$ cat config.mk
export PLATFORM = sky130hd
export DESIGN_NAME = game_state_store
export DESIGN_NICKNAME = d
export VERILOG_FILES = /design/src/rtl/game_state_store_pkg.sv /design/src/rtl/game_state_store_history_stack.sv /design/src/rtl/game_state_store.sv
export SDC_FILE = /design/constraint.sdc
export NUM_CORES = 2
export LEC_CHECK = 0
export BUFFER_PORTS_ARGS = -buffer_cell sky130_fd_sc_hd__buf_2
export CORE_MARGIN = 3
export CORE_UTILIZATION = 65
export DETAILED_ROUTE_END_ITERATION = 12
export GPL_TIMING_DRIVEN = 0
export MAX_ROUTING_LAYER = met4
export PLACE_DENSITY = 0.95
export SLEW_MARGIN = 10
export SYNTH_ARGS = -nofsm -noshare
export SYNTH_HDL_FRONTEND = slang
export SYNTH_SLANG_ARGS = --single-unit
$ cat constraint.sdc
create_clock -name clk -period 42.9 [get_ports clk]
set_clock_uncertainty 0.15 [all_clocks]
set_input_delay 8.58 -clock clk [delete_from_list [all_inputs] [get_ports clk]]
set_output_delay 8.58 -clock clk [all_outputs]
set_load 0.005 [all_outputs]
$ cat src/rtl/game_state_store_pkg.sv
// Shared command codes and state-word layout for the Sokoban game state store.
package game_state_store_pkg;

  typedef enum logic [1:0] {
    SEL_LOAD    = 2'd0,
    SEL_MOVE    = 2'd1,
    SEL_RSVD    = 2'd2,
    SEL_RETRACT = 2'd3
  } sel_e;

  localparam int STATE_W   = 135;
  localparam int MOVED_BIT = 134;
  localparam int WAY_HI    = 133;
  localparam int WAY_LO    = 70;
  localparam int BOX_HI    = 69;
  localparam int BOX_LO    = 6;
  localparam int POS_HI    = 5;
  localparam int POS_LO    = 0;

endpackage

$ cat src/rtl/game_state_store_history_stack.sv
// Bounded undo stack: circular register array, overwrites oldest when full.
module history_stack #(
  parameter int DEPTH = 16,
  parameter int PTR_W = 4,
  parameter int WIDTH = 135
) (
  input  logic             clk,
  input  logic             reset,
  input  logic             push,
  input  logic             pop,
  input  logic             clear,
  input  logic [WIDTH-1:0] din,
  output logic [WIDTH-1:0] dout,
  output logic [PTR_W:0]   depth
);

  localparam logic [PTR_W:0] FULL = (PTR_W+1)'(DEPTH);

  logic [WIDTH-1:0] mem [DEPTH];
  logic [PTR_W-1:0] wr_ptr;
  logic [PTR_W-1:0] rd_ptr;

  assign rd_ptr = wr_ptr - 1'b1;
  assign dout   = mem[rd_ptr];

  always_ff @(posedge clk) begin
    if (reset || clear) begin
      wr_ptr <= '0;
      depth  <= '0;
    end else if (push) begin
      wr_ptr <= wr_ptr + 1'b1;
      if (depth != FULL) depth <= depth + 1'b1;
    end else if (pop && depth != '0) begin
      wr_ptr <= rd_ptr;
      depth  <= depth - 1'b1;
    end
  end

  // Contents need no reset; validity is tracked by depth alone.
  always_ff @(posedge clk) begin
    if (push && !clear) mem[wr_ptr] <= din;
  end

endmodule

$ cat src/rtl/game_state_store.sv
// Live Sokoban state word plus undo history; executes load/move/retract commands.
module game_state_store
  import game_state_store_pkg::*;
#(
  parameter int DEPTH  = 16,
  parameter int PTR_W  = 4,
  parameter int STEP_W = 10
) (
  input  logic               clk,
  input  logic               reset,
  input  logic               game_state_en,
  input  logic [1:0]         sel,
  input  logic [STATE_W-1:0] init_state,
  input  logic [STATE_W-1:0] next_state,
  output logic [STATE_W-1:0] game_state,
  output logic [STEP_W-1:0]  step_count,
  output logic               undo_avail,
  output logic [PTR_W:0]     hist_depth
);

  logic               load, move, retract;
  logic [STATE_W-1:0] hist_top;
  logic               unused_moved;

  assign load    = game_state_en && (sel == SEL_LOAD);
  assign move    = game_state_en && (sel == SEL_MOVE);
  assign retract = game_state_en && (sel == SEL_RETRACT);

  // The moved flag is owned here, so the incoming copies are ignored.
  assign unused_moved = init_state[MOVED_BIT] ^ next_state[MOVED_BIT];

  assign undo_avail = (hist_depth != '0);

  history_stack #(
    .DEPTH (DEPTH),
    .PTR_W (PTR_W),
    .WIDTH (STATE_W)
  ) u_hist (
    .clk   (clk),
    .reset (reset),
    .push  (move),
    .pop   (retract),
    .clear (load),
    .din   (game_state),
    .dout  (hist_top),
    .depth (hist_depth)
  );

  always_ff @(posedge clk) begin
    if (reset) begin
      game_state <= '0;
      step_count <= '0;
    end else if (load) begin
      game_state <= {1'b0, init_state[WAY_HI:POS_LO]};
      step_count <= '0;
    end else if (move) begin
      game_state <= {1'b1, next_state[WAY_HI:POS_LO]};
      if (!(&step_count)) step_count <= step_count + 1'b1;
    end else if (retract && undo_avail) begin
      game_state <= hist_top;
      if (step_count != '0) step_count <= step_count - 1'b1;
    end
  end

endmodule

=== Word-level counts from Yosys, hierarchy flattened ===
Memories as Yosys holds them, arrays and structs flattened.
Cells that the tools add are included.

* $add $sub $neg: 6
* Multipliers: 0
* Divide/modulo/power cells: 0
* Magnitude comparators: 0
* Eq/ne operators: 5
* Shifts and indexed selects: 0
* Multiplexer cells: 14
* Bitwise gates (word level): 0
* Reduce and logical (&&, ||, !) cells: 17

{| class="wikitable"
|+ Operators by type and width
! operator !! number
|-
| $mux W135 || 2
|-
| $mux W134 || 1
|-
| $mux W10 || 4
|-
| $mux W5 || 3
|-
| $add A10 B1 Y10 const B || 1
|-
| $reduce_and A10 Y1 || 1
|-
| $reduce_bool A10 Y1 || 1
|-
| $sub A10 B1 Y10 const B || 1
|-
| $mux W4 || 2
|-
| $add A5 B1 Y5 const B || 1
|-
| $logic_and A1 B1 Y1 || 5
|-
| $ne A5 B5 Y1 const B || 1
|-
| $reduce_bool A5 Y1 || 1
|-
| $sub A5 B1 Y5 const B || 1
|-
| $add A4 B1 Y4 const B || 1
|-
| $ne A2 B2 Y1 const B || 2
|-
| $reduce_bool A2 Y1 || 2
|-
| $sub A4 B1 Y4 const B || 1
|-
| $reduce_and A3 Y1 || 1
|-
| $reduce_bool A3 Y1 || 1
|-
| $eq A2 B1 Y1 const B || 1
|-
| $eq A2 B2 Y1 const B || 1
|-
| $logic_not A2 Y1 || 1
|-
| $mux W1 || 2
|-
| 4 further kinds || 4
|}

* Bits in registers: 154
* Bits in latches: 0
* RAM bits: 2160
* ROM bits: 0
* Input port bits: 275
* Output and inout bits: 151
* Logic and storage cells: 48
* Memories kept: 1

{| class="wikitable"
|+ Memory list
! name !! depth !! width !! read ports !! clocked after Yosys merged registers in !! wr ports !! RTL line !! RTL
|-
| u_hist.mem || 16 || 135 || 1 || 0 || 1 || game_state_store_history_stack.sv:19 || <nowiki>logic [WIDTH-1:0] mem [DEPTH];</nowiki>
|}

=== Depth between registers and ports, before layout ===
* Word-level depth: 6
* Gate-level depth with buffers: 15

=== Modules after synthesis ===
From an unflattened synthesis, not the netlist that was laid out.

* Cell total of the unflattened synthesis: 4532
* Area, all modules: 89818.6 um^2

{| class="wikitable"
|+ By module, submodules not included
! module !! times used !! cells an instance !! area each (um^2)
|-
| history_stack || 1 || 3379 || 81877.3
|-
| game_state_store || 1 || 1153 || 7941.4
|}

=== Worst setup path before layout ===
No wires, ideal clock.

* Path kind: input -> register
* Start point: input sel[1]
* End point: memory u_hist.mem[3][0] (enable)
* Setup time: 0.794 ns
* Arrival: 18.604 ns
* Required time: 41.956 ns
* Path slack: 23.352 ns
* Stages: 5
* Buffers on the path: 0
* Path through: inv_1 nand3_1 inv_1 nand2_1 nor3_1

* Longest elaborated chain between the ends: 6
* Elaborated cells on any way between the ends: 8

{| class="wikitable"
|+ RTL lines
! item !! RTL line !! RTL
|-
| from (decl) || game_state_store.sv:12 || <nowiki>input logic [1:0] sel,</nowiki>
|-
| $logic_not A2 Y1 || game_state_store.sv:25 || <nowiki>assign load = game_state_en && (sel == SEL_LOAD);</nowiki>
|-
| $logic_and A1 B1 Y1 || game_state_store.sv:25 ||
|-
| $logic_not A1 Y1 || game_state_store_history_stack.sv:41 || <nowiki>if (push && !clear) mem[wr_ptr] <= din;</nowiki>
|-
| $logic_and A1 B1 Y1 (*) || game_state_store_history_stack.sv:41 ||
|-
| $mux W1 (*) || game_state_store_history_stack.sv:41 ||
|-
| $mux W1 (implied by the code) (*) || game_state_store_history_stack.sv:41 ||
|-
| to (decl) || game_state_store_history_stack.sv:19 ||
|}

Mark *: on every way between the ends. The rest lies on a longest branch, timed or not.

=== Worst setup path after layout ===
* Start point: input sel[1]
* End point: memory u_hist.mem[3][96] (enable)

The elaborated chain is that of the path after synthesis.

==> impl_metrics.json <==
{
  "outcome": "finished, final reports clean",
  "routed_via_density": 7.569,
  "hold_class": "register to register",
  "grt_overflow": 0,
  "cts_tree": "built",
  "htreeDepth": 4,
  "gp_congestion": 0.8143,
  "ios": 426,
  "syn_nets": 4397,
  "setup_viol": 0,
  "cts_num_sinks": 2314,
  "antenna_found_initial": 17,
  "dieWidth_um": 373.6,
  "wl_per_cell_um": 38.58,
  "cp.arrival_ns": 13.18,
  "post_cts_buffers": 0,
  "drv_cap": 0,
  "synth.distinct_cells": 48,
  "avgSynthCellArea_um2": 21.41,
  "die_area_um2": 139600,
  "instances_no_fill": 6879,
  "rsz0062_at_grt": "false",
  "clk_latency_ns": 0.86,
  "dp.cells": 6450,
  "netlist_top_cells_area": "edfxtp_1 (74%), mux4_2 (14%), dfxtp_1 (3.5%)",
  "dp_slack_ns": 29.69,
  "max_stage_delay_ns": 0.93,
  "ctsResizeCount": 0,
  "cts_hold_buffers": 0,
  "cts-root-buf": "clkbuf_16",
  "fin_ws_ns": 30.09,
  "ys_seq_area_frac": 0.7734,
  "maxSlewHeadroom": 0.06181,
  "vdd_ir_drop_max_mv": 0.04543,
  "max_freq_mhz": 78.06,
  "period_share": 0.2986,
  "cts_buffers": 213,
  "p_leak_uw": 0.03407,
  "finalHoldViolCount": 0,
  "drt_iter0_drc": 9441,
  "num_vias": 52065,
  "grt_pass1_vias": 51940,
  "required_ns": 43.27,
  "hpwl_um": 153800,
  "ys_ff_latch": 2314,
  "critPathKind": "input pin to register",
  "drt-total-wl_um": 265400,
  "crit_path_cell_trace": "buf_2 -> inv_1 -> nand3_1 -> inv_1 -> nand2_1 -> nor3_2 -> buf_6 -> buf_4 -> buf_6 -> buf_4 -> buf_4",
  "io_buffers": 423,
  "core_area_um2": 133800,
  "fin_tns_setup_ns": 0,
  "worstMarginPinSlew_ns": 1.407,
  "post-synth-top-area-fraction": 0.7383,
  "rows": 134,
  "synth_ff_type": "edfxtp_1",
  "fin_util": 0.7633,
  "yosysWarnings": 0,
  "die_height_um": 373.6,
  "synth_area_leader_cell": "edfxtp_1",
  "final_nets": 5190,
  "grt_max_degree": 27,
  "cp_max_fo": 17,
  "drc": 0,
  "area_growth_pct": 16.23,
  "grt_usage": 0.3942,
  "synth_cells": 4104,
  "drt_pass1_iterations": 8,
  "endpoint_kind": "register",
  "power_density_nw_per_um2": 48.97,
  "path_clk_slew_ns": 0.06,
  "crit_slowest_cell": "nor3_2",
  "start_kind": "input pin",
  "path_common_cell": "buf_4",
  "async_reset_ff_frac": 0,
  "grt_pass1_wl_um": 377800,
  "cts_buffer_depth": 3,
  "synth_edf_count": 2160,
  "slew_violations": 0,
  "drive_gt1_frac": 0.3112,
  "min_period_ns": 12.81,
  "netlist_area_um2": 87860,
  "ant_nets": 0,
  "initial_core_util": 0.6567
}
## worst max-delay path, delay by kind of cell
family,cells,cell delay [ns]
buffers and inverters,8,2.30
and+or+nand+nor,3,2.27
## cells in the final DEF (no fill, tap or decap), types with 27 or more instances in the layout
cell type | Yosys | layout
edfxtp_1 | 2160 | 2160
mux4_2 | 540 | 540
buf_2 | 83 | 506
a22oi_1 | 402 | 402
clkbuf_16 | 0 | 215
clkbuf_1 | 156 | 183
nor2_1 | 175 | 162
dfxtp_1 | 154 | 154
a21oi_1 | 146 | 146
a211o_1 | 134 | 134
buf_4 | 2 | 56
buf_12 | 0 | 55
clkinv_2 | 0 | 42
clkinv_1 | 0 | 32
buf_16 | 0 | 29
diode_2 | 0 | 28
buf_6 | 10 | 27
clkbuf_8 | 0 | 27
## metrics by stage
| stage | hold slack (ns) | power, uW | area, um^2 |
|---|---|---|---|
| after global routing | 0.4122 | 5090 | 102100 |
| after global placement | 0.3647 | 3005 | 92190 |
| after CTS | 0.3751 | 4985 | 102000 |
| final | 0.3785 | 5001 | 102100 |
| after floorplan | 0.3362 | 2855 | 87860 |
| after detailed placement | 0.3583 | 3036 | 94820 |
## sequential cells by signal, indices dropped and copies added, names as in the netlist
register and count:
u_hist.wr_ptr 4, step_count 10, u_hist.depth 5, game_state 135
u_hist.mem 2160
## metal layers
metal  vias to the layer above  share of wire  GRT usage
met5                         -              0          -
met4                         0          0.068     0.2122
met3                      1196           0.14     0.1071
met2                      5755           0.49     0.6087
met1                     26008           0.31     0.4823
li1                      19106              -          -
## synth_stat cells (3+ instances only)
cell and count:
a211o_1 134, nand2b_1 3, inv_1 12, buf_1 7, ha_1 16, buf_2 83, nor2_1 175, clkbuf_1 156
o21ai_0 7, xor2_1 4, xnor2_1 13, mux4_2 540, or2_2 3, a22oi_1 402, buf_6 10, dfxtp_1 154
mux2i_1 7, a211oi_1 7, edfxtp_1 2160, nand2_1 19, nor3_1 6, a21o_1 3, a21oi_1 146
## where the power goes
| group | internal (uW) | switching [uW] |
|---|---|---|
| sequential | 2510 | 64.3 |
| clock | 1120 | 858 |
| combinational | 179 | 268 |
## final cells by class
cell class                      count  area (um^2)
Buffer                            258         1166
Tap cell                         1768         2212
Antenna cell                       28        70.07
Clock buffer                      278         5887
Clock inverter                    123         1339
Inverter                           12        45.04
Fill cell                        6348        31680
Sequential cell                  2314        67950
Timing Repair Buffer              578         4613
Multi-Input combinational cell   1520        18840
## kinds of logic (layout without fill, tap and decap cells)
group | after synthesis | in the layout | synth area share
flip-flops | 2314 | 2314 | 0.7734
AO/OA/AOI/OAI | 715 | 715 | 0.05886
multiplexers | 549 | 549 | 0.1395
buffers and inverters | 270 | 1249 | 0.01366
AND/OR/NAND/NOR | 221 | 221 | 0.01021
adder cells (fa/ha/maj) | 18 | 18 | 0.002734
XOR/XNOR | 17 | 17 | 0.001695
other | 0 | 28 | 0
## worst paths after layout
| path | from | to | slack [ns] | depth (start not counted) |
|---|---|---|---|---|
| max | sel[1] | u_hist.mem[3][96]$_DFFE_PP_ | 30.09 | 11 |
| min | u_hist.depth[3]$_SDFFE_PP0P_ | u_hist.depth[3]$_SDFFE_PP0P_ | 0.38 | 2 |
| max reg2reg | u_hist.wr_ptr[0]$_SDFFE_PP0P_ | game_state[68]$_SDFFE_PP0P_ | 36.95 | 13 |
| min reg2reg | u_hist.depth[3]$_SDFFE_PP0P_ | u_hist.depth[3]$_SDFFE_PP0P_ | 0.38 | 2 |
Power figures use the tool's default switching activity.
